## config.mk

```make
export PLATFORM = sky130hd
export DESIGN_NAME = mips_run_ctrl
export DESIGN_NICKNAME = d
export VERILOG_FILES = /design/src/rtl/mips_run_ctrl.sv
export SDC_FILE = /design/constraint.sdc
export NUM_CORES = 1
export LEC_CHECK = 0
export ABC_CLOCK_PERIOD_IN_PS = 2400
export CORE_MARGIN = 1.5
export CORE_UTILIZATION = 43
export CTS_CLUSTER_SIZE = 14
export DETAILED_ROUTE_END_ITERATION = 8
export HOLD_SLACK_MARGIN = 0.08
export PLACE_DENSITY_LB_ADDON = 0.12
export REMOVE_ABC_BUFFERS = 1
export SLEW_MARGIN = 20
export SYNTH_ARGS = -nofsm -noshare
export SYNTH_HDL_FRONTEND = slang
export SYNTH_SLANG_ARGS = --single-unit
```

## constraint.sdc

```tcl
create_clock -name clk -period 2.4 [get_ports clk]
set_input_delay 0.48 -clock clk [delete_from_list [all_inputs] [get_ports clk]]
set_output_delay 0.48 -clock clk [all_outputs]
set_load 0.01 [all_outputs]
```

## src/rtl/mips_run_ctrl.sv

```systemverilog
// Run controller for a MIPS core: IDLE -> HOLD (core reset) -> RUN -> DONE.
// Optional retired-fetch counter is built when MIPS_RUN_CTRL_INSTR_CNT_EN is defined.
module mips_run_ctrl #(
  parameter int          PC_W          = 32,
  parameter int          CNT_W         = 32,
  parameter int          RST_CYCLES    = 4,
  parameter int          STABLE_CYCLES = 8,
  parameter int          MAX_CYCLES    = 100000,
  parameter logic [31:0] HALT_INSTR    = 32'hFFFF_FFFF
) (
  input  logic             clk,
  input  logic             rst,
  input  logic             start,
  input  logic [PC_W-1:0]  pc,
  input  logic [31:0]      instr,
  input  logic             instr_valid,
  output logic             core_rst,
  output logic             running,
  output logic             done,
  output logic             timeout,
  output logic [CNT_W-1:0] cycle_count,
  output logic [CNT_W-1:0] instr_count,
  output logic [PC_W-1:0]  final_pc
);

  typedef enum logic [1:0] {IDLE, HOLD, RUN, DONE} state_t;

  localparam int HOLD_W = (RST_CYCLES > 1) ? $clog2(RST_CYCLES) : 1;
  localparam int STAB_W = (STABLE_CYCLES > 1) ? $clog2(STABLE_CYCLES) : 1;
  localparam logic [CNT_W-1:0]  L_TO_LAST   = CNT_W'(MAX_CYCLES - 1);
  localparam logic [HOLD_W-1:0] L_HOLD_LAST = HOLD_W'(RST_CYCLES - 1);
  localparam logic [STAB_W-1:0] L_STAB_LAST = STAB_W'(STABLE_CYCLES - 1);

  state_t              r_state;
  state_t              w_nextState;
  logic [HOLD_W-1:0]   r_holdCnt;
  logic [STAB_W-1:0]   r_stableCnt;
  logic [STAB_W-1:0]   w_stableNext;
  logic [PC_W-1:0]     r_lastPc;
  logic                r_havePrev;
  logic [CNT_W-1:0]    r_cycleCount;
  logic                r_timeout;
  logic [PC_W-1:0]     r_finalPc;
  logic                w_startRun;
  logic                w_pcMatch;
  logic                w_halt;
  logic                w_timeoutHit;
  logic                w_holdDone;

  // The first valid fetch of a run has no predecessor, so it can never count as a match.
  always_comb begin
    w_startRun   = ((r_state == IDLE) || (r_state == DONE)) && start;
    w_pcMatch    = instr_valid && r_havePrev && (pc == r_lastPc);
    w_stableNext = w_pcMatch ? (r_stableCnt + STAB_W'(1)) : '0;
    w_halt       = (r_state == RUN) && instr_valid &&
                   ((instr == HALT_INSTR) || (w_stableNext == L_STAB_LAST));
    w_timeoutHit = (r_state == RUN) && (r_cycleCount == L_TO_LAST);
    w_holdDone   = (r_holdCnt == L_HOLD_LAST);
  end

  always_ff @(posedge clk) begin
    if (!rst) r_state <= IDLE;
    else      r_state <= w_nextState;
  end

  always_comb begin
    w_nextState = r_state;
    case (r_state)
      IDLE:    if (start) w_nextState = HOLD;
      HOLD:    if (w_holdDone) w_nextState = RUN;
      RUN:     if (w_halt || w_timeoutHit) w_nextState = DONE;
      DONE:    if (start) w_nextState = HOLD;
      default: w_nextState = IDLE;
    endcase
  end

  always_comb begin
    core_rst = (r_state != RUN);
    running  = (r_state == RUN);
    done     = (r_state == DONE);
  end

  always_ff @(posedge clk) begin
    if (!rst) begin
      r_holdCnt    <= '0;
      r_stableCnt  <= '0;
      r_lastPc     <= '0;
      r_havePrev   <= 1'b0;
      r_cycleCount <= '0;
      r_timeout    <= 1'b0;
      r_finalPc    <= '0;
    end else if (w_startRun) begin
      r_holdCnt    <= '0;
      r_stableCnt  <= '0;
      r_lastPc     <= '0;
      r_havePrev   <= 1'b0;
      r_cycleCount <= '0;
      r_timeout    <= 1'b0;
    end else if (r_state == HOLD) begin
      r_holdCnt <= r_holdCnt + HOLD_W'(1);
    end else if (r_state == RUN) begin
      if (r_cycleCount != '1) r_cycleCount <= r_cycleCount + CNT_W'(1);
      if (instr_valid) begin
        r_stableCnt <= w_stableNext;
        r_lastPc    <= pc;
        r_havePrev  <= 1'b1;
      end
      // A halt wins over a simultaneous timeout.
      if (w_halt) begin
        r_finalPc <= pc;
      end else if (w_timeoutHit) begin
        r_timeout <= 1'b1;
        r_finalPc <= instr_valid ? pc : r_lastPc;
      end
    end
  end

`ifdef MIPS_RUN_CTRL_INSTR_CNT_EN
  logic [CNT_W-1:0] r_instrCount;

  always_ff @(posedge clk) begin
    if (!rst)                                                   r_instrCount <= '0;
    else if (w_startRun)                                        r_instrCount <= '0;
    else if ((r_state == RUN) && instr_valid && (r_instrCount != '1)) r_instrCount <= r_instrCount + CNT_W'(1);
  end

  assign instr_count = r_instrCount;
`else
  assign instr_count = '0;
`endif

  assign cycle_count = r_cycleCount;
  assign timeout     = r_timeout;
  assign final_pc    = r_finalPc;

endmodule

```

==> metrics.md <==
| Metric | Value |
|---|---|
| Global-route wire length before repair | `21700 um` |
| Die Span Y | `115 um` |
| Fin nets | `875` |
| Finished Layout Cells | `972` |
| Hold Vio Cnt, Final | `0` |
| Cell Pwr Density | `567 nW/um^2` |
| Post-Route Skew | `8.27 ps` |
| Post-synth ARST share | `0%` |
| Setup TNS | `-120 ps` |
| Chip width | `115 um` |
| Setup Crit Path Kind | `reg2reg` |
| Endpoints failing setup | `10` |
| Drt pass-1 iters | `4` |
| Largest net degree at the start of global routing | `38` |
| Finished Cell Area | `7760 um^2` |
| Share of power burned in registers | `42.3%` |
| Drt via density | `4.87` |
| Inserted Diodes | `0` |
| Post-Syn Instances | `611` |
| Core ar. | `12100 um^2` |
| Post-DP Area | `7160 um^2` |
| Die ar. | `13200 um^2` |
| Inst Count DP | `946` |
| Critical path endpoint category | `register` |
| H-tree lvl count | `3` |
| HP Class | `in2reg` |
| P&R area growth vs syn | `44.3%` |
| Seq/Total Area, Yosys | `39.1%` |
| P_int | `0.00314 W` |
| Post-synthesis cell type count | `41` |
| Post-route setup slack | `-40.9 ps` |
| Mean post-synth cell area | `8.80 um^2` |
| Hold Slack | `448 ps` |
| Synthesis-stage register bit count | `105` |
| Max Clk Rate | `410 MHz` |
| IO Pins | `168` |
| Final Cycle Share | `102%` |
| # rows | `40` |
| Switching Fraction | `28.6%` |
| CTS tree | `built` |
| Layout Utilization | `64.0%` |
| Clock slew seen by the registers of the worst setup and hold paths | `70 ps` |
| WP data required | `2640 ps` |
| Initial antenna violation count | `0` |
| TritonCTS buffer count | `9` |
| Via count | `4731` |
| Clk buf depth | `2` |
| Total routed wirelength | `13700 um` |
| RSZ-0062 raised after global routing | `true` |
| Outcome | `finished with violations` |
| DRT iter0 DRCs | `201` |
| Synth Flop Type | `dfxtp_1` |
| CTS Root Cell | `clkbuf_16` |
| Fraction of layout cells with a size suffix above 1 | `18.4%` |
| EDFF count, synth | `0` |
| All-Layer GR Usage | `20.7%` |
| CP Data Arrival Time | `2680 ps` |
| Period minus WS final | `2440 ps` |
| Worst Path Max Fanout | `7` |
| Vias in the first global route | `4733` |
| Leakage power total | `3.01 nW` |
| Post-Syn Area | `5380 um^2` |
| Violated checks | `setup timing` |
| Logic gate share of total power | `24.3%` |
| Type of origin of the critical path | `register` |
| DR WL/cell | `14.1 um` |
| Initial Util | `44.4%` |
| Psw | `0.00126 W` |
| Clock network power share | `33.3%` |
| Residual DRC | `0` |
| Max Cap Violations | `0` |
| Number of port buffers | `135` |
| Clk_lat worst skew | `350 ps` |
| Slew Limit Fails | `0` |
| Placer Congestion | `0.825` |
| DP HPWL | `9730 um` |
| Final global-route overflow total | `0` |
| YS warnings | `0` |
| VDD IR-drop max | `0.000502 V` |
| Post-route antenna net violation count | `0` |
| Clk sinks | `105` |
## per-layer routing
layer	global-route usage, %	routed length (um)	part of all wire (%)
met1	24.1	5910	43
met2	37.9	6990	51
met3	5.32	712	5.2
met4	4.94	116	0.85
met5	0	0	0
## cells in the final DEF, fill, tap and decap left out, drive strengths merged, types with 29 or more instances in the layout
master and n:
buf 70, nor2 45, nand2 91, nor2b 35
xor2 50, conb 32, a21oi 38, mux2 29
clkdlybuf4s50 109, mux2i 34, dfxtp 105
## cells in the mapped netlist (2+ instances only)
| library cell | number | area, um^2 |
|---|---|---|
| a21oi_1 | 38 | 190 |
| nand4_1 | 16 | 100 |
| nor2b_1 | 35 | 219 |
| and4_1 | 5 | 43.8 |
| nor2_1 | 45 | 169 |
| buf_4 | 33 | 248 |
| xor2_1 | 50 | 438 |
| o21ai_0 | 9 | 45.0 |
| mux2i_1 | 34 | 340 |
| o21a_1 | 2 | 15.0 |
| ha_1 | 7 | 87.6 |
| nor4b_1 | 3 | 26.3 |
| and3_1 | 9 | 56.3 |
| nand2_1 | 91 | 342 |
| xnor2_1 | 11 | 96.3 |
| inv_1 | 13 | 48.8 |
| nand3_1 | 15 | 75.1 |
| nor3_1 | 6 | 30.0 |
| clkbuf_1 | 21 | 78.8 |
| buf_8 | 3 | 45.0 |
| mux2_2 | 29 | 327 |
| dfxtp_1 | 105 | 2100 |
| nor4_1 | 12 | 75.1 |
| and2_1 | 2 | 12.5 |
## logic make-up after synthesis
group / count (synthesis) / synth area share, %
adders and majority gates: 7 / 1.63
AOI/OAI and AO/OA: 56 / 6.24
and+or+nand+nor: 247 / 22.7
buffers and inverters: 71 / 7.91
other: 1 / 0.0697
muxes: 63 / 12.4
xor gates and xnor gates: 61 / 9.94
DFF: 105 / 39.1
## power by group through the flow
stage / combinational (W) / sequential, W / clock [W]
6_report: 0.00107 / 0.00186 / 0.00147
5_1_grt: 0.00118 / 0.00187 / 0.00160
4_1_cts: 0.00103 / 0.00185 / 0.00152
2_1_floorplan: 0.000521 / 0.00189 / 0
3_5_place_dp: 0.00102 / 0.00189 / 0
3_3_place_gp: 0.000994 / 0.00188 / 0
## path summary, 6_finish.rpt
path / slack (ps) / depth (start not counted) / from / endpoint
max: -40 / 11 / r_state[0] / final_pc[2]
min: 450 / 3 / pc[13] / r_lastPc[13]
max reg2reg: -40 / 11 / r_state[0] / final_pc[2]
min reg2reg: 460 / 2 / r_lastPc[29] / r_lastPc[29]
## final cells by class
class                           instances  area [um^2]
Inverter                               13         48.8
Timing Repair Buffer                  205         1990
Multi-Input combinational cell        466         3100
Clock inverter                          4         51.3
Tap cell                              168          210
Clock buffer                           11          243
Sequential cell                       105         2110
Fill cell                            1059         4360
## metrics by stage
step / power [W] / setup slack (ps)
6_report: 0.00440 / -40.9
4_1_cts: 0.00440 / 2.59
3_3_place_gp: 0.00288 / -505
2_1_floorplan: 0.00241 / -810
3_5_place_dp: 0.00291 / -610
5_1_grt: 0.00465 / -122
## sequential cells by signal (all words and copies together) (netlist names)
name	cells
cycle_count	32
final_pc	32
r_havePrev	1
r_holdCnt	2
r_lastPc	32
r_stableCnt	3
r_state	2
timeout	1
## worst max-delay path, stage by stage, from the launching register on
cell and delay (ps):
dfxtp_2 320, inv_2 60, ha_4 120, nor4b_4 180, nand3_1 150, or4_4 590, nand2_2 90, o2111a_2 240
buf_12 140, buf_12 140, mux2i_2 210, nor2b_1 70
## what timing repair did
item | in CTS | in global routing
hold buffers | 0 | 0
hold endpoints to repair | 0 | 0
endpoints found under the setup margin | 34 | 37
cloned | 2 | 1
buffers inserted | 4 | 4
pin swaps | 12 | 18
resized for setup | 26 | 38
No activity file was read; power rests on OpenSTA's default activity.
